File: config.mk
export PLATFORM = sky130hd
export DESIGN_NAME = machine_rr_arbiter
export DESIGN_NICKNAME = d
export VERILOG_FILES = /design/src/rtl/machine_rr_arbiter.sv
export SDC_FILE = /design/constraint.sdc
export NUM_CORES = 1
export LEC_CHECK = 0
export CORE_UTILIZATION = 37
export DETAILED_ROUTE_END_ITERATION = 12
export PLACE_DENSITY = 0.73
export SYNTH_ARGS = -nofsm -noshare
export SYNTH_HDL_FRONTEND = slang
export SYNTH_SLANG_ARGS = --single-unit
export TNS_END_PERCENT = 10
File: constraint.sdc
create_clock -name clk -period 1.8 [get_ports clk]
set_clock_uncertainty 0.1 [all_clocks]
set_input_delay 0.36 -clock clk [delete_from_list [all_inputs] [get_ports clk]]
set_output_delay 0.36 -clock clk [all_outputs]
set_load 0.01 [all_outputs]
File: src/rtl/machine_rr_arbiter.sv
`default_nettype none
// ============================================================================
// Module      : machine_rr_arbiter
// Description : Shares one combinational Machine datapath among NREQ
//               requesters. A round-robin grant selects a requester, and its
//               operand is registered and held on m_x. The Machine result is
//               captured and presented with the owning requester's index.
//               Only one transaction is in flight at a time.
// Revision    : 1.0 - initial release
// ============================================================================
module machine_rr_arbiter #(
  parameter int NREQ = 4,
  parameter int IDW  = 2
) (
  input  logic              clk,
  input  logic              rst,
  input  logic [NREQ-1:0]   req_valid,
  input  logic [2*NREQ-1:0] req_x,
  output logic [NREQ-1:0]   req_ready,
  output logic [1:0]        m_x,
  input  logic [1:0]        m_result,
  output logic              rsp_valid,
  output logic [1:0]        rsp_result,
  output logic [IDW-1:0]    rsp_id,
  input  logic              rsp_ready,
  output logic              busy
);

  // IDLE: waiting for a request; EVAL: Machine sees the held operand;
  // RESP: result presented until the consumer accepts it.
  typedef enum logic [1:0] {
    ST_IDLE = 2'd0,
    ST_EVAL = 2'd1,
    ST_RESP = 2'd2
  } state_t;

  // Index of the last requester; the pointer wraps to 0 after it.
  localparam logic [IDW-1:0] c_last_idx = IDW'(NREQ - 1);

  state_t          r_state;
  state_t          w_state_nxt;

  logic [IDW-1:0]  r_ptr;
  logic [IDW-1:0]  r_id;
  logic [1:0]      r_x;
  logic [1:0]      r_result;
  logic [IDW-1:0]  r_rsp_id;
  logic            r_rsp_valid;

  logic            w_any;
  logic            w_found_hi;
  logic [IDW-1:0]  w_gidx_hi;
  logic [IDW-1:0]  w_gidx_lo;
  logic [IDW-1:0]  w_gidx;
  logic [IDW-1:0]  w_ptr_nxt;
  logic [1:0]      w_sel_x;
  logic            w_take;

  // Round-robin search. The scan ptr, ptr+1, ... with wrap-around is split
  // into two halves: the lowest valid index >= ptr wins if one exists,
  // otherwise the lowest valid index overall (which is then below ptr).
  // Iterating from the top down lets the lowest match be the last one written.
  always_comb begin
    w_any      = 1'b0;
    w_found_hi = 1'b0;
    w_gidx_hi  = '0;
    w_gidx_lo  = '0;
    for (int i = NREQ - 1; i >= 0; i--) begin
      if (req_valid[i]) begin
        w_any     = 1'b1;
        w_gidx_lo = IDW'(i);
        if (IDW'(i) >= r_ptr) begin
          w_found_hi = 1'b1;
          w_gidx_hi  = IDW'(i);
        end
      end
    end
    w_gidx = w_found_hi ? w_gidx_hi : w_gidx_lo;
  end

  // A transfer happens only in IDLE, outside reset, with some request valid.
  assign w_take    = (r_state == ST_IDLE) && w_any && !rst;

  // The pointer moves one past the winner so the winner yields next time.
  assign w_ptr_nxt = (w_gidx == c_last_idx) ? '0 : (w_gidx + IDW'(1));

  // One-hot grant and operand mux for the selected requester.
  always_comb begin
    req_ready = '0;
    w_sel_x   = '0;
    for (int i = 0; i < NREQ; i++) begin
      if (w_gidx == IDW'(i)) begin
        req_ready[i] = w_take;
        w_sel_x      = req_x[2*i +: 2];
      end
    end
  end

  // State register.
  always_ff @(posedge clk) begin
    if (rst) begin
      r_state <= ST_IDLE;
    end else begin
      r_state <= w_state_nxt;
    end
  end

  // Next-state logic: one evaluation cycle, then hold until accepted.
  always_comb begin
    w_state_nxt = r_state;
    case (r_state)
      ST_IDLE: begin
        if (w_any) begin
          w_state_nxt = ST_EVAL;
        end
      end
      ST_EVAL: begin
        w_state_nxt = ST_RESP;
      end
      ST_RESP: begin
        if (rsp_ready) begin
          w_state_nxt = ST_IDLE;
        end
      end
      default: begin
        w_state_nxt = ST_IDLE;
      end
    endcase
  end

  // Operand/owner capture on grant, result capture at the end of EVAL,
  // and response handshake. Reset drops any in-flight result.
  always_ff @(posedge clk) begin
    if (rst) begin
      r_ptr       <= '0;
      r_id        <= '0;
      r_x         <= '0;
      r_result    <= '0;
      r_rsp_id    <= '0;
      r_rsp_valid <= 1'b0;
    end else begin
      case (r_state)
        ST_IDLE: begin
          if (w_any) begin
            r_x   <= w_sel_x;
            r_id  <= w_gidx;
            r_ptr <= w_ptr_nxt;
          end
        end
        ST_EVAL: begin
          r_result    <= m_result;
          r_rsp_id    <= r_id;
          r_rsp_valid <= 1'b1;
        end
        ST_RESP: begin
          if (rsp_ready) begin
            r_rsp_valid <= 1'b0;
          end
        end
        default: begin
          r_rsp_valid <= 1'b0;
        end
      endcase
    end
  end

  assign m_x        = r_x;
  assign rsp_valid  = r_rsp_valid;
  assign rsp_result = r_result;
  assign rsp_id     = r_rsp_id;
  assign busy       = (r_state != ST_IDLE);

endmodule
`default_nettype wire

==> results of run 1 <==
==> sequential cells by signal, summed over array words and instances, names as in the netlist <==
register,count
m_x,2
r_id,2
r_ptr,2
r_state,2
rsp_id,2
rsp_result,2
rsp_valid,1
==> worst register-to-register path: cells and delay by family, from the launching register on <==
kind | cells | cell delay, ps
AO/OA/AOI/OAI | 5 | 670
AND/OR/NAND/NOR | 2 | 400
buffers and inverters | 3 | 340
flip-flops | 1 | 330
adder cells (fa/ha/maj) | 1 | 160
==> layout make-up <==
type,count,area [sq um]
Clock buffer,4,26.3
Fill cell,116,435
Inverter,5,21.3
Multi-Input combinational cell,59,537
Sequential cell,13,263
Tap cell,25,31.3
Timing Repair Buffer,52,469
==> cells in the final DEF (no fill, tap or decap), types with 2 or more instances in the layout <==
cell             instances
dfxtp_2                  2
a21oi_1                  6
dlygate4sd2_1            4
nand2_1                  3
a22oi_1                  2
nor2_1                  11
buf_6                    6
a211oi_1                 2
mux2i_1                  5
clkdlybuf4s50_1         19
ha_4                     4
clkbuf_4                 3
buf_4                   22
dfxtp_1                 11
nor3b_2                  3
and2_4                   4
inv_1                    3
==> per-layer routing <==
metal | vias to the layer above | global-route usage (%)
li1 | 381 | -
met1 | 382 | 26.5
met2 | 26 | 39.7
met3 | 9 | 4.71
met4 | 0 | 12.9
met5 | - | 0
==> power by group <==
| group | internal, mW | switching [mW] | leakage (nW) | total, mW |
|---|---|---|---|---|
| sequential | 0.327 | 0.0249 | 0.108 | 0.352 |
| combinational | 0.330 | 0.258 | 0.476 | 0.588 |
| clock | 0.0864 | 0.105 | 0.0150 | 0.191 |
| total | 0.744 | 0.388 | 0.599 | 1.13 |
==> kinds of logic (layout without fill, tap and decap cells) <==
| kind of cell | count (synthesis) | after routing | share of synthesized area (%) |
|---|---|---|---|
| simple gates | 33 | 33 | 29.6 |
| mux | 5 | 5 | 6.92 |
| buf+inv | 7 | 61 | 3.81 |
| compound gates | 17 | 17 | 16.8 |
| fa+ha+maj | 4 | 4 | 6.92 |
| flops | 13 | 13 | 36.0 |
==> worst max-delay path by stage <==
stage,to,from,depth (start not counted)
finish,req_ready[0],r_ptr[0],7
global route,req_ready[3],r_ptr[0],6
floorplan,req_ready[2],req_valid[2],6
detailed placement,req_ready[0],req_valid[0],8
global placement,req_ready[0],req_valid[0],8
CTS,req_ready[0],r_ptr[0],7
==> through the flow <==
stage	cells	power [mW]	setup TNS (ps)	hold slack (ps)	instance area [sq um]
after detailed placement	145	0.772	-6260	368	1150
after global routing	158	1.18	-2510	430	1350
final	158	1.13	-2180	401	1350
after global placement	145	0.763	-5890	368	1150
after floorplan	79	0.566	-2.78	347	733
after CTS	157	1.08	-2020	380	1330
==> what timing repair did <==
item                       CTS  global route
setup endpoints to repair    8             6
hold buffers                 0             0
setup buffers                8             1
gates resized for setup     51             2
cloned                       0             0
pin swaps                    8             2
==> run summary, run 1 <==
Syn avg cell area: 9.15 sq um
Yosys cell types: 29
CP max stage delay: 330 ps
WP data arrival: 1740 ps
Layout area overhead: 86.3%
Routed metal-1 wire length: 1040 microns
Reg2Reg Setup Slack: -330 ps
DIE AREA: 2140 sq um
Failing checks: setup timing
Synth Register Bits: 13
Root buf cell: clkbuf_4
Met3 Wirelength: 95 microns
Hold Crit Depth: 2
Critical-path top delay cell: dfxtp_2
Initial Util: 40.6%
Clock slew at reported path FFs: 80 ps
Reg2Reg Capture Point: m_x[1]
CTS tree: yes
Die Y: 46.2 microns
Syn Nets: 100
Drt total wl: 2480 microns
Maximum clock frequency: 454 MHz
Top post-synthesis cells by area: dfxtp_1 36%, ha_1 6.9%, mux2i_1 6.9%
Post-DR wirelength/cell: 15.7 microns
Core area: 1780 sq um
Setup violators final: 6
Post-synth EDFFs: 0
Largest net degree at the start of global routing: 13
Mapped Cells: 79
Iter 0 DRT Violations: 18
I/O Pins: 29
Run status: finished with violations
Max FO, Critical Path: 4
RSZ-0062 raised after global routing: true
Hold EP: rsp_id[1]
CP endpoint kind: primary output
Share of cells above drive strength 1: 43.6%
Met2 Wirelength: 1270 microns
Port Buf Inserts: 28
Reported max-cap violation count: 0
Post-DP HPWL: 1380 microns
Total CTS buffers: 3
Cell with the most instances after synthesis: dfxtp_1
Slew Viols, Final: 0
Row count: 15
Max-slew headroom: 74.3%
Power Density: 840 nW/um^2
Clock sink count: 13
Chip Width: 46.2 microns
HP Start: rsp_id[1]
Worst r2r src: r_ptr[0]
Total grt overflow: 0
Via count: 798
Placer congestion estimate: 0.752
Critical path buffer and inverter count: 2
Longest Clk Path Bufs: 2
Most common flop cell mapped by yosys: dfxtp_1
TritonRoute pass-1 iters: 4
FFs w/ async S/R, synth: 0%
Synth top cells by count: 13 x dfxtp_1, 11 x nor2_1, 6 x a21oi_1
DR DRC count: 0
Register area share after synthesis: 36.0%
N_diodes: 0
Max H-tree Level: 1
Endpoints failing hold: 0
Post-layout util: 75.6%
Max layer used: met4
Slew @ Worst Pin: 382 ps
Synthesized area: 723 sq um
Yosys top cell area share: 36.0%
Final Cycle Share: 122%
First-pass GRT wire length: 3390 microns
Initial antenna violation count: 0
Synth warnings: 0
Tmin final: 2200 ps
Number of vias per cell: 5.05
Final setup margin: -401 ps
Final #Nets: 155
Leakage: 0.599 nW
GRT Resource Usage Total: 23.2%
Worst Setup Start Kind: flop
Final ANT Viol Nets: 0
Worst skew pair latency: 290 ps
Yosys top cell by area: dfxtp_1
Hold WC Path Type: reg -> reg
Worst Path Required: 1340 ps
Crit path kind: reg -> out
Worst path cell trace: and2b_2 -> nor3b_2 -> o22a_2 -> inv_4 -> ha_4 -> and2_4 -> buf_6
Cells on worst reg2reg path: 11
Peak VDD IR: 0.502 mV
Via count of the first global-routing pass: 780
CP top delay family: simple AND/OR/NAND/NOR gates
Place WS: -1020 ps
Note: power is estimated with default switching activity, not from simulation.
==> inputs of run 2 (changes only) <==
--- a/config.mk
+++ b/config.mk
@@ -5,9 +5,10 @@
 export SDC_FILE = /design/constraint.sdc
 export NUM_CORES = 1
 export LEC_CHECK = 0
-export CORE_UTILIZATION = 37
+export CORE_UTILIZATION = 39
+export CTS_BUF_LIST = sky130_fd_sc_hd__clkbuf_4
 export DETAILED_ROUTE_END_ITERATION = 12
-export PLACE_DENSITY = 0.73
+export PLACE_DENSITY = 0.76
 export SYNTH_ARGS = -nofsm -noshare
 export SYNTH_HDL_FRONTEND = slang
 export SYNTH_SLANG_ARGS = --single-unit
==> run summary, run 2 (synthesis gave the netlist of run 1 again) <==
Final ANT Viol Nets: 0 (unchanged)
Worst Setup SP: r_ptr[0] (unchanged)
Run status: finished with violations (unchanged)
Hold WC Path Type: reg -> reg (unchanged)
I/O Pins: 29 (unchanged)
Power Density: 839 nW/um^2 (was 840 nW/um^2)
Leakage: 0.580 nW (was 0.599 nW)
Worst path cell trace: and2b_2 -> nor3b_2 -> o22a_1 -> buf_4 -> inv_4 -> ha_2 -> and2_4 -> buf_6 (was and2b_2 -> nor3b_2 -> o22a_2 -> inv_4 -> ha_4 -> and2_4 -> buf_6)
Max H-tree Level: 1 (unchanged)
Post-DR wirelength/cell: 13.8 microns (was 15.7 microns)
CTS tree: yes (unchanged)
Post-layout util: 73.5% (was 75.6%)
Port Buf Inserts: 28 (unchanged)
Tmin final: 2250 ps (was 2200 ps)
Worst Setup Start Kind: flop (unchanged)
Chip Width: 45.1 microns (was 46.2 microns)
Critical-path top delay cell: dfxtp_2 (unchanged)
CP endpoint kind: primary output (unchanged)
WP data arrival: 1790 ps (was 1740 ps)
Initial antenna violation count: 0 (unchanged)
TritonRoute pass-1 iters: 4 (unchanged)
DIE AREA: 2030 sq um (was 2140 sq um)
Via count of the first global-routing pass: 763 (was 780)
Final #Nets: 153 (was 155)
Post-DP HPWL: 1410 microns (was 1380 microns)
Number of hold-repair buffers added at the cts stage: 0 (unchanged)
Worst r2r src: r_ptr[0] (unchanged)
Commonest non-fill, non-tap cells in the layout: 22 x buf_4, 19 x clkdlybuf4s50_1, 11 x nor2_1, 11 x dfxtp_1, 6 x a21oi_1 (was 22 x buf_4, 19 x clkdlybuf4s50_1, 11 x nor2_1, 11 x dfxtp_1)
Worst skew pair latency: 290 ps (about the same)
Maximum clock frequency: 444 MHz (was 454 MHz)
Crit path kind: reg -> out (unchanged)
Endpoints failing hold: 0 (unchanged)
Peak VDD IR: 0.551 mV (was 0.502 mV)
DR DRC count: 0 (unchanged)
CP max stage delay: 340 ps (was 330 ps)
Total grt overflow: 0 (unchanged)
Row count: 15 (unchanged)
N_diodes: 0 (unchanged)
First-pass GRT wire length: 3420 microns (was 3390 microns)
Setup violators final: 6 (unchanged)
Number of vias per cell: 4.82 (was 5.05)
Max FO, Critical Path: 2 (was 4)
Die Y: 45.1 microns (was 46.2 microns)
HP Start: r_id[1] (was rsp_id[1])
Final setup margin: -450 ps (was -401 ps)
GRT Resource Usage Total: 23.9% (was 23.2%)
Iter 0 DRT Violations: 22 (was 18)
Core area: 1730 sq um (was 1780 sq um)
Largest net degree at the start of global routing: 13 (unchanged)
Drt total wl: 2150 microns (was 2480 microns)
RSZ-0062 raised after global routing: true (unchanged)
Slew @ Worst Pin: 355 ps (was 382 ps)
Share of cells above drive strength 1: 39.7% (was 43.6%)
Commonest non-fill, non-tap cell in the layout: buf_4 (unchanged)
Reported max-cap violation count: 0 (unchanged)
Worst Path Required: 1340 ps (about the same)
CP top delay family: simple AND/OR/NAND/NOR gates (unchanged)
Initial Util: 41.9% (was 40.6%)
Critical path buffer and inverter count: 3 (was 2)
Root buf cell: clkbuf_4 (unchanged)
Non-Filler Instances: 156 (was 158)
Placed cells: 145 (unchanged)
Failing checks: setup timing (unchanged)
Place WS: -995 ps (was -1020 ps)
Max-slew headroom: 76.1% (was 74.3%)
Final Cycle Share: 125% (was 122%)
Clock slew at reported path FFs: 80 ps (about the same)
Slew Viols, Final: 0 (unchanged)
Clock sink count: 13 (unchanged)
Placer congestion estimate: 0.786 (was 0.752)
Via count: 752 (was 798)
Layout area overhead: 75.4% (was 86.3%)
Total CTS buffers: 3 (unchanged)
Longest Clk Path Bufs: 2 (unchanged)
-- run 2: cell types whose count changed in the layout (fill, tap and decap cells not counted) --
cell | previous run | this run
and2_4 | 4 | 1
clkbuf_1 | 1 | 0
nor2b_2 | 1 | 0
o21ai_0 | 1 | 0
nor2b_1 | 1 | 2
o22a_1 | 0 | 1
clkbuf_4 | 3 | 4
buf_6 | 6 | 1
ha_2 | 0 | 3
and2_1 | 0 | 3
buf_2 | 0 | 3
o22a_2 | 1 | 0
ha_4 | 4 | 1
o21ai_1 | 1 | 2
-- run 2: worst paths after layout --
check / endpoint / slack, ps / cells after the start
min reg2reg: r_id[1] / 390 / 2
max: req_ready[0] / -450 / 8
max reg2reg: m_x[0] / -290 / 12
min: r_id[1] / 390 / 2
-- run 2: final cells by class --
| class | count | area, sq um |
|---|---|---|
| timing repair buffer | 50 | 428 |
| tap | 25 | 31.3 |
| sequential | 13 | 263 |
| inverter | 5 | 21.3 |
| multi-input combinational | 59 | 495 |
| clock buffer | 4 | 30.0 |
| fill | 132 | 458 |
-- run 2: through the flow --
stage               power (mW)  TNS (ps)  hold slack, ps  area (sq um)
detailed placement       0.773     -6220             381          1150
global placement         0.760     -5820             367          1150
global route              1.13     -2820             411          1270
finish                    1.06     -2290             390          1270
CTS                       1.05     -2080             392          1260
floorplan                0.566     -2.78             347           733
-- run 2: power by group --
| part | internal (mW) | switching [mW] | leakage (nW) |
|---|---|---|---|
| Sequential | 0.327 | 0.0242 | 0.108 |
| Clock | 0.101 | 0.101 | 0.0184 |
| Combinational | 0.289 | 0.221 | 0.453 |
-- run 2: worst min-delay path: cells and delay by family, from the launching register on --
| family | cells | cell delay [ps] |
|---|---|---|
| AOI/OAI and AO/OA | 1 | 70 |
| and+or+nand+nor | 1 | 60 |
| DFF | 1 | 310 |
-- run 2: what timing repair did --
| action | CTS | global route |
|---|---|---|
| setup endpoints to repair | 8 | 6 |
| endpoints found under the hold margin | 0 | 0 |
| pin swaps | 5 | 3 |
| resized for setup | 39 | 2 |
| setup buffers | 7 | 0 |
| gates cloned | 0 | 0 |
-- run 2: layer usage --
metal  global-route usage (%)  part of all wire [%]  up-vias
met1                     26.7                    41      357
met5                        0                     0        -
met3                     3.20                   2.0        5
met4                     13.9                   1.8        0
met2                     42.9                    56       15
li1                         -                     -      375
==> inputs of run 3 (changes only) <==
--- a/config.mk
+++ b/config.mk
@@ -9,6 +9,7 @@
 export CTS_BUF_LIST = sky130_fd_sc_hd__clkbuf_4
 export DETAILED_ROUTE_END_ITERATION = 12
 export PLACE_DENSITY = 0.76
+export SLEW_MARGIN = 40
 export SYNTH_ARGS = -nofsm -noshare
 export SYNTH_HDL_FRONTEND = slang
 export SYNTH_SLANG_ARGS = --single-unit
==> results of run 3 <==
The final DEF is identical to that of run 2; final timing and power are the same.
